## config.mk

```make
export PLATFORM = sky130hd
export DESIGN_NAME = fetch_pc_gen_flat
export DESIGN_NICKNAME = d
export VERILOG_FILES = /design/src/rtl/fetch_pc_gen_if.sv /design/src/rtl/fetch_pc_gen.sv /design/src/flat_wrapper.sv
export SDC_FILE = /design/constraint.sdc
export NUM_CORES = 1
export LEC_CHECK = 0
export ABC_AREA = 1
export BUFFER_PORTS_ARGS = -buffer_cell sky130_fd_sc_hd__buf_2
export CORE_MARGIN = 4
export CORE_UTILIZATION = 26
export CTS_CLUSTER_DIAMETER = 120
export DETAILED_ROUTE_END_ITERATION = 8
export GPL_TIMING_DRIVEN = 0
export PLACE_DENSITY = 0.49
export SETUP_SLACK_MARGIN = 0.4
export SYNTH_ARGS = -nofsm -noshare
export SYNTH_HDL_FRONTEND = slang
export SYNTH_SLANG_ARGS = --single-unit
```

## constraint.sdc

```tcl
create_clock -name clk -period 3.25 [get_ports clk]
set_input_delay 0.325 -clock clk [delete_from_list [all_inputs] [get_ports clk]]
set_output_delay 0.325 -clock clk [all_outputs]
set_load 0.005 [all_outputs]
```

## src/rtl/fetch_pc_gen_if.sv

```systemverilog
// fetch_pc_gen_if: fetch-stage bundle linking the next-PC generator to BTB, imem, decode and execute
interface fetch_pc_gen_if #(parameter int AWIDTH = 32);
    logic              btb_valid;
    logic [AWIDTH-1:0] btb_target;
    logic              d_ready;
    logic              x_valid;
    logic              x_is_br;
    logic              x_taken;
    logic [AWIDTH-1:0] x_pc;
    logic [AWIDTH-1:0] x_target;
    logic              x_pred_taken;
    logic [AWIDTH-1:0] x_pred_target;
    logic [AWIDTH-1:0] pc_f;
    logic              f_valid;
    logic              pred_taken_f;
    logic [AWIDTH-1:0] pred_target_f;
    logic              br_x;
    logic              flush;
    logic [15:0]       mispred_cnt;
    modport master (
        input  btb_valid, btb_target, d_ready, x_valid, x_is_br, x_taken, x_pc, x_target,
               x_pred_taken, x_pred_target,
        output pc_f, f_valid, pred_taken_f, pred_target_f, br_x, flush, mispred_cnt
    );
    modport slave (
        output btb_valid, btb_target, d_ready, x_valid, x_is_br, x_taken, x_pc, x_target,
               x_pred_taken, x_pred_target,
        input  pc_f, f_valid, pred_taken_f, pred_target_f, br_x, flush, mispred_cnt
    );
endinterface

```

## src/rtl/fetch_pc_gen.sv

```systemverilog
// fetch_pc_gen: fetch PC register with BTB + 2-bit direction prediction and mispredict recovery
module fetch_pc_gen #(
    parameter int                AWIDTH   = 32,
    parameter logic [AWIDTH-1:0] RESET_PC = '0
) (
    input  logic           clk,
    input  logic           rst,
    fetch_pc_gen_if.master bus
);
    typedef enum logic [1:0] {BOOT, RUN, RECOVER} state_t;
    state_t            r_state, w_state_nxt;
    logic [AWIDTH-1:0] r_pc;
    logic [1:0]        r_ctr [4];
    logic [15:0]       r_cnt;
    logic              w_br, w_mis, w_pred_taken;
    logic [AWIDTH-1:0] w_x_pc4, w_actual, w_pred, w_pred_target;
    logic [1:0]        w_ctr_x, w_ctr_nxt;
    assign w_br          = bus.x_valid & bus.x_is_br;
    assign w_x_pc4       = bus.x_pc + AWIDTH'(4);
    assign w_actual      = bus.x_taken ? bus.x_target : w_x_pc4;
    assign w_pred        = bus.x_pred_taken ? bus.x_pred_target : w_x_pc4;
    // execute can only redirect while fetching; BOOT/RECOVER never carry a live branch
    assign w_mis         = w_br & (w_actual != w_pred) & (r_state == RUN);
    assign w_pred_taken  = bus.btb_valid & r_ctr[r_pc[3:2]][1];
    assign w_pred_target = w_pred_taken ? bus.btb_target : r_pc + AWIDTH'(4);
    assign w_ctr_x       = r_ctr[bus.x_pc[3:2]];
    assign w_ctr_nxt     = bus.x_taken ? ((w_ctr_x == 2'b11) ? w_ctr_x : w_ctr_x + 2'b01)
                                       : ((w_ctr_x == 2'b00) ? w_ctr_x : w_ctr_x - 2'b01);
    always_ff @(posedge clk) r_state <= rst ? BOOT : w_state_nxt;
    always_comb begin
        w_state_nxt = (r_state == RUN && w_mis) ? RECOVER : RUN;
    end
    always_comb begin
        bus.pc_f          = r_pc;
        bus.f_valid       = r_state == RUN;
        bus.pred_taken_f  = w_pred_taken;
        bus.pred_target_f = w_pred_target;
        bus.br_x          = w_br;
        bus.flush         = w_mis;
        bus.mispred_cnt   = r_cnt;
    end
    always_ff @(posedge clk) begin
        if (rst) begin
            r_pc  <= RESET_PC;
            r_cnt <= '0;
            r_ctr <= '{default: 2'b01};
        end else begin
            if (w_mis) r_pc <= w_actual;
            else if (r_state == RUN && bus.d_ready) r_pc <= w_pred_target;
            if (w_br) r_ctr[bus.x_pc[3:2]] <= w_ctr_nxt;
            if (w_mis && r_cnt != 16'hFFFF) r_cnt <= r_cnt + 16'd1;
        end
    end
endmodule

```

## src/flat_wrapper.sv

```systemverilog
// flat-port wrapper written by rule: the top's interface ports become plain ports
module fetch_pc_gen_flat 
#(
    parameter int                AWIDTH   = 32,
    parameter logic [AWIDTH-1:0] RESET_PC = '0
)
  (clk, rst, bus_btb_valid, bus_btb_target, bus_d_ready, bus_x_valid, bus_x_is_br, bus_x_taken, bus_x_pc, bus_x_target, bus_x_pred_taken, bus_x_pred_target, bus_pc_f, bus_f_valid, bus_pred_taken_f, bus_pred_target_f, bus_br_x, bus_flush, bus_mispred_cnt);
  fetch_pc_gen_if #(.AWIDTH(AWIDTH)) bus_i ();
  input  logic clk;
  input  logic rst;
  input wire logic [$bits(bus_i.btb_valid)-1:0] bus_btb_valid;
  input wire logic [$bits(bus_i.btb_target)-1:0] bus_btb_target;
  input wire logic [$bits(bus_i.d_ready)-1:0] bus_d_ready;
  input wire logic [$bits(bus_i.x_valid)-1:0] bus_x_valid;
  input wire logic [$bits(bus_i.x_is_br)-1:0] bus_x_is_br;
  input wire logic [$bits(bus_i.x_taken)-1:0] bus_x_taken;
  input wire logic [$bits(bus_i.x_pc)-1:0] bus_x_pc;
  input wire logic [$bits(bus_i.x_target)-1:0] bus_x_target;
  input wire logic [$bits(bus_i.x_pred_taken)-1:0] bus_x_pred_taken;
  input wire logic [$bits(bus_i.x_pred_target)-1:0] bus_x_pred_target;
  output wire logic [$bits(bus_i.pc_f)-1:0] bus_pc_f;
  output wire logic [$bits(bus_i.f_valid)-1:0] bus_f_valid;
  output wire logic [$bits(bus_i.pred_taken_f)-1:0] bus_pred_taken_f;
  output wire logic [$bits(bus_i.pred_target_f)-1:0] bus_pred_target_f;
  output wire logic [$bits(bus_i.br_x)-1:0] bus_br_x;
  output wire logic [$bits(bus_i.flush)-1:0] bus_flush;
  output wire logic [$bits(bus_i.mispred_cnt)-1:0] bus_mispred_cnt;
  assign bus_i.btb_valid = bus_btb_valid;
  assign bus_i.btb_target = bus_btb_target;
  assign bus_i.d_ready = bus_d_ready;
  assign bus_i.x_valid = bus_x_valid;
  assign bus_i.x_is_br = bus_x_is_br;
  assign bus_i.x_taken = bus_x_taken;
  assign bus_i.x_pc = bus_x_pc;
  assign bus_i.x_target = bus_x_target;
  assign bus_i.x_pred_taken = bus_x_pred_taken;
  assign bus_i.x_pred_target = bus_x_pred_target;
  assign bus_pc_f = bus_i.pc_f;
  assign bus_f_valid = bus_i.f_valid;
  assign bus_pred_taken_f = bus_i.pred_taken_f;
  assign bus_pred_target_f = bus_i.pred_target_f;
  assign bus_br_x = bus_i.br_x;
  assign bus_flush = bus_i.flush;
  assign bus_mispred_cnt = bus_i.mispred_cnt;
  fetch_pc_gen #(.AWIDTH(AWIDTH), .RESET_PC(RESET_PC)) u_core (.clk(clk), .rst(rst), .bus(bus_i));
endmodule
```

==> results of run 1 <==
-- registers in the layout (all words and copies together), names as in the netlist --
signal                  count
u_core.bus.mispred_cnt     16
u_core.bus.pc_f            32
u_core.r_ctr                8
u_core.r_state              2
-- cells in the mapped netlist, drive strengths merged --
| library cell | n | area share, % |
|---|---|---|
| o21ai | 63 | 4.3 |
| dfxtp | 58 | 16 |
| ha | 6 | 1.0 |
| nand3b | 3 | 0.31 |
| nor3 | 14 | 0.95 |
| o21bai | 1 | 0.10 |
| nand4 | 25 | 2.1 |
| nor4 | 5 | 0.43 |
| a31oi | 1 | 0.085 |
| clkbuf | 35 | 1.8 |
| o211ai | 1 | 0.10 |
| inv | 152 | 7.8 |
| a21oi | 28 | 1.9 |
| o22ai | 1 | 0.085 |
| nand3 | 190 | 13 |
| xor2 | 18 | 2.1 |
| and2 | 1 | 0.085 |
| or2 | 49 | 4.2 |
| or3 | 1 | 0.085 |
| nand2 | 528 | 27 |
| o21a | 3 | 0.31 |
| buf | 22 | 2.0 |
| nor4b | 1 | 0.12 |
| a32o | 2 | 0.27 |
| xnor2 | 17 | 2.0 |
| nor2 | 205 | 11 |
| clkinv | 1 | 0.051 |
-- cell families (layout without fill, tap and decap cells) --
| group | Yosys count | in the layout |
|---|---|---|
| XOR/XNOR | 35 | 35 |
| AO/OA/AOI/OAI | 100 | 100 |
| flip-flops | 58 | 58 |
| adder cells (fa/ha/maj) | 6 | 6 |
| buffers and inverters | 210 | 478 |
| AND/OR/NAND/NOR | 1022 | 1022 |
-- timing repair --
action,in CTS,in global routing
pin swaps,22,34
buffers inserted,18,17
gates cloned,0,0
resized for setup,98,87
setup endpoints to repair,70,25
-- cell type report --
type	instances	area, um2	share of cell area [%]
repair buffers	253	1400	13.9
flip-flops and latches	58	1180	11.7
multi-input cells	1163	5780	57.4
clock inverters	5	78.8	0.782
well taps	378	473	4.69
inverters	153	591	5.86
clock buffers	10	239	2.37
plain buffers	57	333	3.30
-- stage by stage --
step           setup slack, ns  instances  hold slack (ns)  total power, mW
2_1_floorplan            0.837       1431            0.440             1.25
3_3_place_gp            -0.188       2027            0.454             1.62
3_5_place_dp            -0.145       2027            0.453             1.62
4_1_cts                  0.317       2060            0.470             2.71
5_1_grt                  0.277       2077            0.516             2.88
6_report                 0.407       2077            0.475             2.73
-- path summary, 6_finish.rpt --
path	to	cells past startpoint	startpoint
min	u_core.r_ctr[4]$_SDFFE_PP1P_	2	u_core.r_ctr[4]$_SDFFE_PP1P_
max	bus_flush	20	bus_x_pc[5]
min reg2reg	u_core.r_ctr[4]$_SDFFE_PP1P_	2	u_core.r_ctr[4]$_SDFFE_PP1P_
max reg2reg	u_core.bus.pc_f[26]$_SDFFE_PP0P_	16	u_core.bus.pc_f[2]$_SDFFE_PP0P_
-- power by group --
part           internal, mW  leakage, nW  switching [mW]
sequential            0.737        0.475          0.0326
combinational         0.343         4.66           0.571
clock                 0.686        0.158           0.362
total                  1.77         5.29           0.966
-- worst reg2reg max path, stage by stage, from the launching register on --
cell and delay, ns:
dfxtp_4 0.39, ha_2 0.22, nand2_2 0.09, nor3_4 0.26, inv_1 0.10, nor2_1 0.16, inv_2 0.09, nor4b_4 0.22
or2_2 0.14, nand3_1 0.09, nand2_2 0.12, buf_4 0.11, nor2_1 0.03, nand2_1 0.08, nand2_1 0.04, nor2_1 0.10
nor2_1 0.04
-- metal layers --
layer / vias to the layer above / GRT usage, % / wire length [um]
met5: - / 0 / 36
met4: 8 / 4.74 / 907
met3: 62 / 3.49 / 2120
met2: 330 / 34.9 / 15400
met1: 4440 / 29.4 / 15700
li1: 5045 / - / -
==> results.md, run 1 <==
* Hold/Removal Path Class: reg -> reg
* Status: complete, no violations
* Layout Utilization at between 30% and 40%
* Req. time, crit path at around 3 ns
* Core area at ~0.028 mm2
* Synth Area in Adders at 1.02%
* Yosys cell types at 38
* Compound-cell area share of the yosys netlist at roughly 7%
* Main combinational cell family by area after synthesis: simple AND/OR/NAND/NOR gates
* Worst-path cell chain: clkbuf_4 -> nand2_4 -> nor2_4 -> nand2_4 -> nor2_4 -> nand2_1 -> nand2_2 -> nand2_1 -> nand2_1 -> nand2_1 -> nand2_1 -> nand2_1 -> nor2_2 -> nand2_1 -> nor2_2 -> nand3_2 -> nand2_4 -> buf_12 -> clkinvlp_4 -> buf_6
* Max clock buf depth at 2
* Worst-path clk slew at ~0.06 ns
* Fin. Hold Viols at 0
* Crit share post-route at slightly below 90%
* Fin. max-slew vios at 0
* Synth Warn # at 0
* RSZ-0062 raised after global routing: true
* Setup Crit Path Kind: in -> out
* Pin count of the biggest net entering global routing at 11
* Synthesized area per cell at about 5 um2
* Slowest CP cell: nor2_4
* Seq cells post-synth at between 50 and 60
* Crit-path max cell delay at 0.22 ns
* Vias in the first global route at approximately 9400
* Detail Placement HPWL at 27700 um
* Hold Buf Count CTS at 0
* Syn Inst Count at between 1000 and 1500
* Setup_tns at 0 ns
* GP Congestion at between 0.9 and 1
* Detailed Routing Iterations Pass 1 at 6
* Pwr/cell area at 271 mW/mm2
* Routed vias/inst at approximately 4.8
* Slew headroom at around half
* Post-Synthesis Net Count at 1573
* Fillcell total at approximately 3300
* Max Fclk at ~350 MHz
* Area post-placement at roughly 0.009 mm2
* Crit path arrival time at about 2.5 ns
* Post-route ant nets at 0
* GR Overflow Total at 0
* Buffers on Ports at around 220
* Final WL at roughly 34000 um
* Post-Synth XOR/XNOR Area at 4.17%
* Setup violators final at 0
* DR WL/cell at 16.5 um
* Clk_lat worst skew at 0.34 ns
* Most frequent cells in the layout: nand2_1, buf_2, nand3_1, nor2_1, inv_1
* Critical Path Most Common Cell: nand2_1
* Die area at roughly 0.031 mm2
* Clk sinks at between 50 and 60
* Design area at 0.0101 mm2
* Iteration-0 DRC count of the detailed router at between 700 and 800
* Buffer and inverter count on the worst path at 4
* Sequential-to-total area share from yosys stat at roughly 16%
* Crit-path leading delay family: simple AND/OR/NAND/NOR gates
* Max-Cap Viols at 0
* Antenna violations before repair at 4
* Max FO, Critical Path at 6
* Rows at between 60 and 70
* DRC at 0
* Total Routing Usage GR at a little over a fifth
* Nets at ~1800
* Post-Synth Simple-Gate Area at approximately three fifths
* Die X at around 180 um
* Synthesized cell area at 0.00734 mm2
* CTS Root Cell: clkbuf_16
* Peak supply drop at about 0.0002 V
* Tmin final at 2.84 ns
* Via count at around 9900
* Worst slew pin tran at 0.725 ns
* Mux cell area share after synthesis at 0%
* CP endpoint kind: primary output
* Die height at 176 um
* Share of layout cells above drive strength 1 at 27.8%
* I/O pin cnt at between 200 and 250
* Clk_skew at 0.0115 ns
* LEAKAGE at roughly 5.3 nW
* Initial core utilization at between 20% and 30%
* R2r setup slk at 0.84 ns
* Commonest non-fill, non-tap cell in the layout: nand2_1
* CTS tree: yes
* Syn-to-layout area delta at 37.2%
* Antenna Cells at 0
* Global-route wire length before repair at just over 50000 um
* H-tree levels at 3
* Total CTS buffers at 9
* Type of origin of the critical path: input pin
Power figures use the tool's default switching activity.
==> run 2, diff against run 1 <==
CORE_MARGIN = unset   (was 4)
MAX_ROUTING_LAYER = met4   (was unset)
clock period = 3.4 ns   (was 3.25 ns; I/O delays follow)
==> run 2 against run 1 <==
First-iteration DRC count is 5.7% higher. Global-route usage grew 2.2 points. Largest cell class unchanged. Critical path type is now reg -> out. Largest power group unchanged. Via count rose by 0.31%. Cell area decreased by 2.2%. Register-to-register slack gained 0.06 ns. Die area decreased by 6.7%. Power down 4.9%. Sequential power fell by 4.4%. Critical path depth is 6 lower. Sequential share of layout area is 0.16 points higher.
==> results.md, run 2 (same netlist as run 1, synthesis figures left out) <==
* Max Fclk at around 340 MHz
* Crit share post-route at 85.7%
* Antenna violations before repair at 0
* H-tree levels at 3
* Max-Cap Viols at 0
* Place WS at -0.0368 ns
* Syn-to-layout area delta at 34.2%
* DRC at 0
* Most frequent cells in the layout: nand2_1, buf_2, nand3_1, nor2_1, inv_1
* Status: complete, no violations
* Rows at 61
* Pwr/cell area at roughly 260 mW/mm2
* GP Congestion at 0.938
* Setup Crit Path Kind: reg -> out
* Detail Placement HPWL at roughly 27000 um
* Buffers on Ports at roughly 220
* Fin. Hold Viols at 0
* Via count at about 10000
* Tmin final at 2.91 ns
* Origin of the critical flop-to-flop path: u_core.bus.pc_f[2]$_SDFFE_PP0P_
* Die height at ~170 um
* Vias in the first global route at approximately 9000
* CTS tree: yes
* Total CTS buffers at 9
* Worst slew pin tran at between 0.7 and 0.8 ns
* Clk sinks at slightly below 60
* Max FO, Critical Path at 7
* Hold_ws at between 0.4 and 0.5 ns
* Fillcell total at 3277
* Max reg flops at 32
* Worst-path clk slew at 0.06 ns
* I/O pin cnt at 220
* Slew headroom at 46.8%
* Peak supply drop at about 0.00023 V
* Nets at around 1800
* Detailed Routing Iterations Pass 1 at 5
* LEAKAGE at 5.17 nW
* Tot Pwr at 2.60 mW
* GR Overflow Total at 0
* Die X at around 170 um
* Routed vias/inst at between 4 and 5
* Max clock buf depth at 2
* Setup violators final at 0
* Die area at 0.0289 mm2
* Final WL at about 34000 um
* Commonest non-fill, non-tap cell in the layout: nand2_1
* WHS Path Cells at 2
* Fin. max-slew vios at 0
* Clk_lat worst skew at about 0.34 ns
* Worst R2R Path Depth at 13
* CTS Root Cell: clkbuf_16
* DR WL/cell at between 15 and 20 um
* Crit path arrival time at around 2.6 ns
* Initial core utilization at about a quarter
* Global-route wire length before repair at 49900 um
* CP endpoint kind: primary output
* Hold EP: u_core.r_ctr[6]$_SDFFE_PP1P_
* Post-route ant nets at 0
* Setup_tns at 0 ns
* RSZ-0062 raised after global routing: true
* Pin count of the biggest net entering global routing at 11
* Req. time, crit path at between 3 and 4 ns
* Hold Buf Count CTS at 0
* R2r setup slk at ~0.9 ns
* Share of layout cells above drive strength 1 at between 20% and 30%
* R2R Path End: u_core.bus.pc_f[3]$_SDFFE_PP0P_
* Hold/Removal Path Class: reg -> reg
* Fin worst setup slack at 0.485 ns
* Clk_skew at roughly 0.005 ns
* Iteration-0 DRC count of the detailed router at around 800
* Total Routing Usage GR at around a quarter
* Hold wc startpoint: u_core.r_ctr[6]$_SDFFE_PP1P_
* Type of origin of the critical path: register
* Core area at approximately 0.028 mm2
[run 2: worst max-delay path: stages (launching register included)]
cell and delay (ns):
dfxtp_2 0.41, nand3_1 0.15, nor2_1 0.16, inv_1 0.13
nor3_4 0.20, nand4_1 0.21, nor2_1 0.14, nand2_1 0.13
nor2_2 0.15, nand2_1 0.06, nand2_1 0.06, nand2_1 0.06
o21ai_2 0.18, inv_1 0.06, buf_2 0.12
[run 2: through the flow]
stage / instance area (um2) / utilization, % / cells
after floorplan: 7340 / - / 1431
after global placement: 8910 / 32.1 / 2027
after detailed placement: 8910 / 32.1 / 2027
after CTS: 9470 / 34.1 / 2055
after global routing: 9850 / 35.5 / 2073
final: 9860 / 35.5 / 2075
[run 2: worst max path at each step]
stage / from / end / slack, ns / cells past startpoint
after detailed placement: bus_x_taken / bus_flush / -0.04 / 16
after floorplan: bus_x_pc[2] / u_core.bus.pc_f[29]$_SDFFE_PP0P_ / 0.97 / 22
after global routing: u_core.bus.pc_f[2]$_SDFFE_PP0P_ / bus_pred_target_f[28] / 0.33 / 14
after CTS: u_core.bus.pc_f[5]$_SDFFE_PP0P_ / bus_pred_target_f[31] / 0.28 / 14
after global placement: bus_x_taken / bus_flush / -0.06 / 16
final: u_core.bus.pc_f[4]$_SDFFE_PP0P_ / bus_pred_target_f[31] / 0.49 / 14
[run 2: area by class of cell]
class / instances / area, um2 / share of cell area [%]
multi-input combinational: 1163 / 5640 / 57.3
timing repair buffer: 248 / 1340 / 13.6
sequential: 58 / 1170 / 11.9
inverter: 153 / 584 / 5.93
tap: 378 / 473 / 4.80
buffer: 57 / 319 / 3.24
clock buffer: 12 / 246 / 2.50
clock inverter: 4 / 75.1 / 0.762
antenna: 2 / 5.00 / 0.0508
[run 2: metal layers]
layer  global-route usage (%)  vias up  wire length, um
met5                        -        -                0
li1                         -     5038                -
met3                     3.28       50             2030
met4                     8.38        0             1020
met2                     36.5      367            15000
met1                     30.8     4461            15600
[run 2: power by group]
| group | switching, mW | internal [mW] | total [mW] | leakage, nW |
|---|---|---|---|---|
| clock | 0.348 | 0.662 | 1.01 | 0.149 |
| sequential | 0.0310 | 0.705 | 0.736 | 0.473 |
| combinational | 0.538 | 0.314 | 0.852 | 4.55 |
[run 2: what timing repair did]
item / in CTS / in global routing
setup buffers: 12 / 18
gates resized for setup: 49 / 81
endpoints found under the hold margin: 0 / 0
pin swaps: 8 / 26
setup endpoints to repair: 39 / 16
==> run 3, diff against run 2 <==
CTS_BUF_LIST = sky130_fd_sc_hd__clkbuf_16   (was unset)
==> run 3 against run 2 <==
Clock power hardly changed. Critical path depth unchanged. Flip-flop and latch count unchanged. Sequential power about the same. Sequential share of layout area is essentially flat.
==> results.md, run 3 (same netlist as run 1, synthesis figures left out) <==
* Most frequent cells in the layout: nand2_1, buf_2, nand3_1, nor2_1, inv_1
* Setup violators final at 0
* Fin. Hold Viols at 0
* Rows at 61
* Slowest CP cell: dfxtp_2
* GR Overflow Total at 0
* DR WL/cell at 16.2 um
* Setup_tns at 0 ns
* Syn-to-layout area delta at 34.1%
* Total CTS buffers at 9
* Slew headroom at 49.3%
* Global-route wire length before repair at about 50000 um
* Hold Buf Count CTS at 0
* Total Routing Usage GR at 23.5%
* Worst-path clk slew at 0.06 ns
* Type of origin of the critical path: register
* Tmin final at about 3 ns
* CP endpoint kind: primary output
* Crit-path max cell delay at slightly above 0.4 ns
* CTS tree: yes
* H-tree levels at 3
* Origin of the critical flop-to-flop path: u_core.bus.pc_f[4]$_SDFFE_PP0P_
* Via count at about 10000
* Worst-path cell chain: nand3_1 -> nor2_1 -> inv_1 -> nor3_4 -> nand4_1 -> nor2_1 -> nand2_1 -> nor2_2 -> nand2_1 -> nand2_1 -> nand2_1 -> o21ai_2 -> inv_1 -> buf_2
* Max clock buf depth at 2
* Clk sinks at 58
* Nets at around 1800
* Core area at 0.0278 mm2
* Critical Path Most Common Cell: nand2_1
* Max FO, Critical Path at 7
* Fillcell total at ~3300
* CTS Root Cell: clkbuf_16
* Iteration-0 DRC count of the detailed router at ~700
* Pin count of the biggest net entering global routing at 11
* Design area at slightly below 0.01 mm2
* Fin. max-slew vios at 0
* Die X at between 150 and 200 um
* Antenna violations before repair at 0
* Clk_skew at 0.00850 ns
* R2r setup slk at 0.93 ns
* Peak supply drop at about 0.00022 V
* Crit share post-route at 85.8%
* Hold_ws at around 0.47 ns
* I/O pin cnt at 220
* Post-route ant nets at 0
* Final WL at 33700 um
* RSZ-0062 raised after global routing: true
* LEAKAGE at slightly above 5 nW
* Place WS at -0.0368 ns
* Worst slew pin tran at approximately 0.76 ns
* Non-filler cells, final at approximately 2100
* Share of layout cells above drive strength 1 at 25.4%
* Fin worst setup slack at about 0.48 ns
* Vias in the first global route at roughly 9000
* Routed vias/inst at between 4 and 5
* Clk_lat worst skew at between 0.3 and 0.4 ns
* Detailed Routing Iterations Pass 1 at 6
* Setup Crit Path Kind: reg -> out
* Status: complete, no violations
* Tot Pwr at ~2.6 mW
* Hold wc startpoint: u_core.r_ctr[6]$_SDFFE_PP1P_
* Crit path arrival time at ~2.6 ns
* DRC at 0
* Commonest non-fill, non-tap cell in the layout: nand2_1
* Layout Utilization at between 30% and 40%
* Pwr/cell area at 261 mW/mm2
* Buffers on Ports at 218
* Max reg flops at 32
* GP Congestion at 0.938
* Req. time, crit path at 3.06 ns
* Max Fclk at between 300 and 400 MHz
* Die height at 170 um
* Detail Placement HPWL at roughly 27000 um
* Initial core utilization at 26.4%
* Crit. Startpoint: u_core.bus.pc_f[4]$_SDFFE_PP0P_
* Die area at 0.0289 mm2
* Hold/Removal Path Class: reg -> reg
* Post-placement cell count at between 2000 and 2500
* Max-Cap Viols at 0
* Area post-placement at about 0.009 mm2
## run 3: metal layers
layer / GRT usage [%] / share of wire [%]
met4: 8.38 / 3.1
met5: - / 0
met1: 30.8 / 46
met3: 3.28 / 6.3
met2: 36.5 / 44
## run 3: path summary, 6_finish.rpt
check	to	depth (start not counted)
min reg2reg	u_core.r_ctr[6]$_SDFFE_PP1P_	2
max reg2reg	u_core.bus.pc_f[27]$_SDFFE_PP0P_	16
min	u_core.r_ctr[6]$_SDFFE_PP1P_	2
max	bus_pred_target_f[31]	14
## run 3: what timing repair did
| item | 4_1_cts | 5_1_grt |
|---|---|---|
| pin swaps | 8 | 26 |
| buffers inserted | 12 | 18 |
| resized for setup | 49 | 81 |
| cloned | 0 | 0 |
| setup endpoints to repair | 39 | 16 |
## run 3: cell type report
cell class | instances | area [um2] | area share, %
Multi-Input combinational cell | 1163 | 5640 | 57.3
Timing Repair Buffer | 248 | 1340 | 13.6
Sequential cell | 58 | 1170 | 11.9
Inverter | 153 | 584 | 5.93
Tap cell | 378 | 473 | 4.80
Buffer | 57 | 319 | 3.24
Clock buffer | 9 | 225 | 2.29
Clock inverter | 7 | 86.3 | 0.877
Antenna cell | 3 | 7.51 | 0.0762
## run 3: where the power goes
group | switching (mW) | internal [mW]
Clock | 0.347 | 0.633
Combinational | 0.538 | 0.314
Sequential | 0.0309 | 0.705
## run 3: critical path: cells and delay by family, from the launching register on
| family | cells | cell delay, ns |
|---|---|---|
| simple gates | 10 | 1.32 |
| buf+inv | 3 | 0.31 |
| compound gates | 1 | 0.18 |
| flops | 1 | 0.41 |
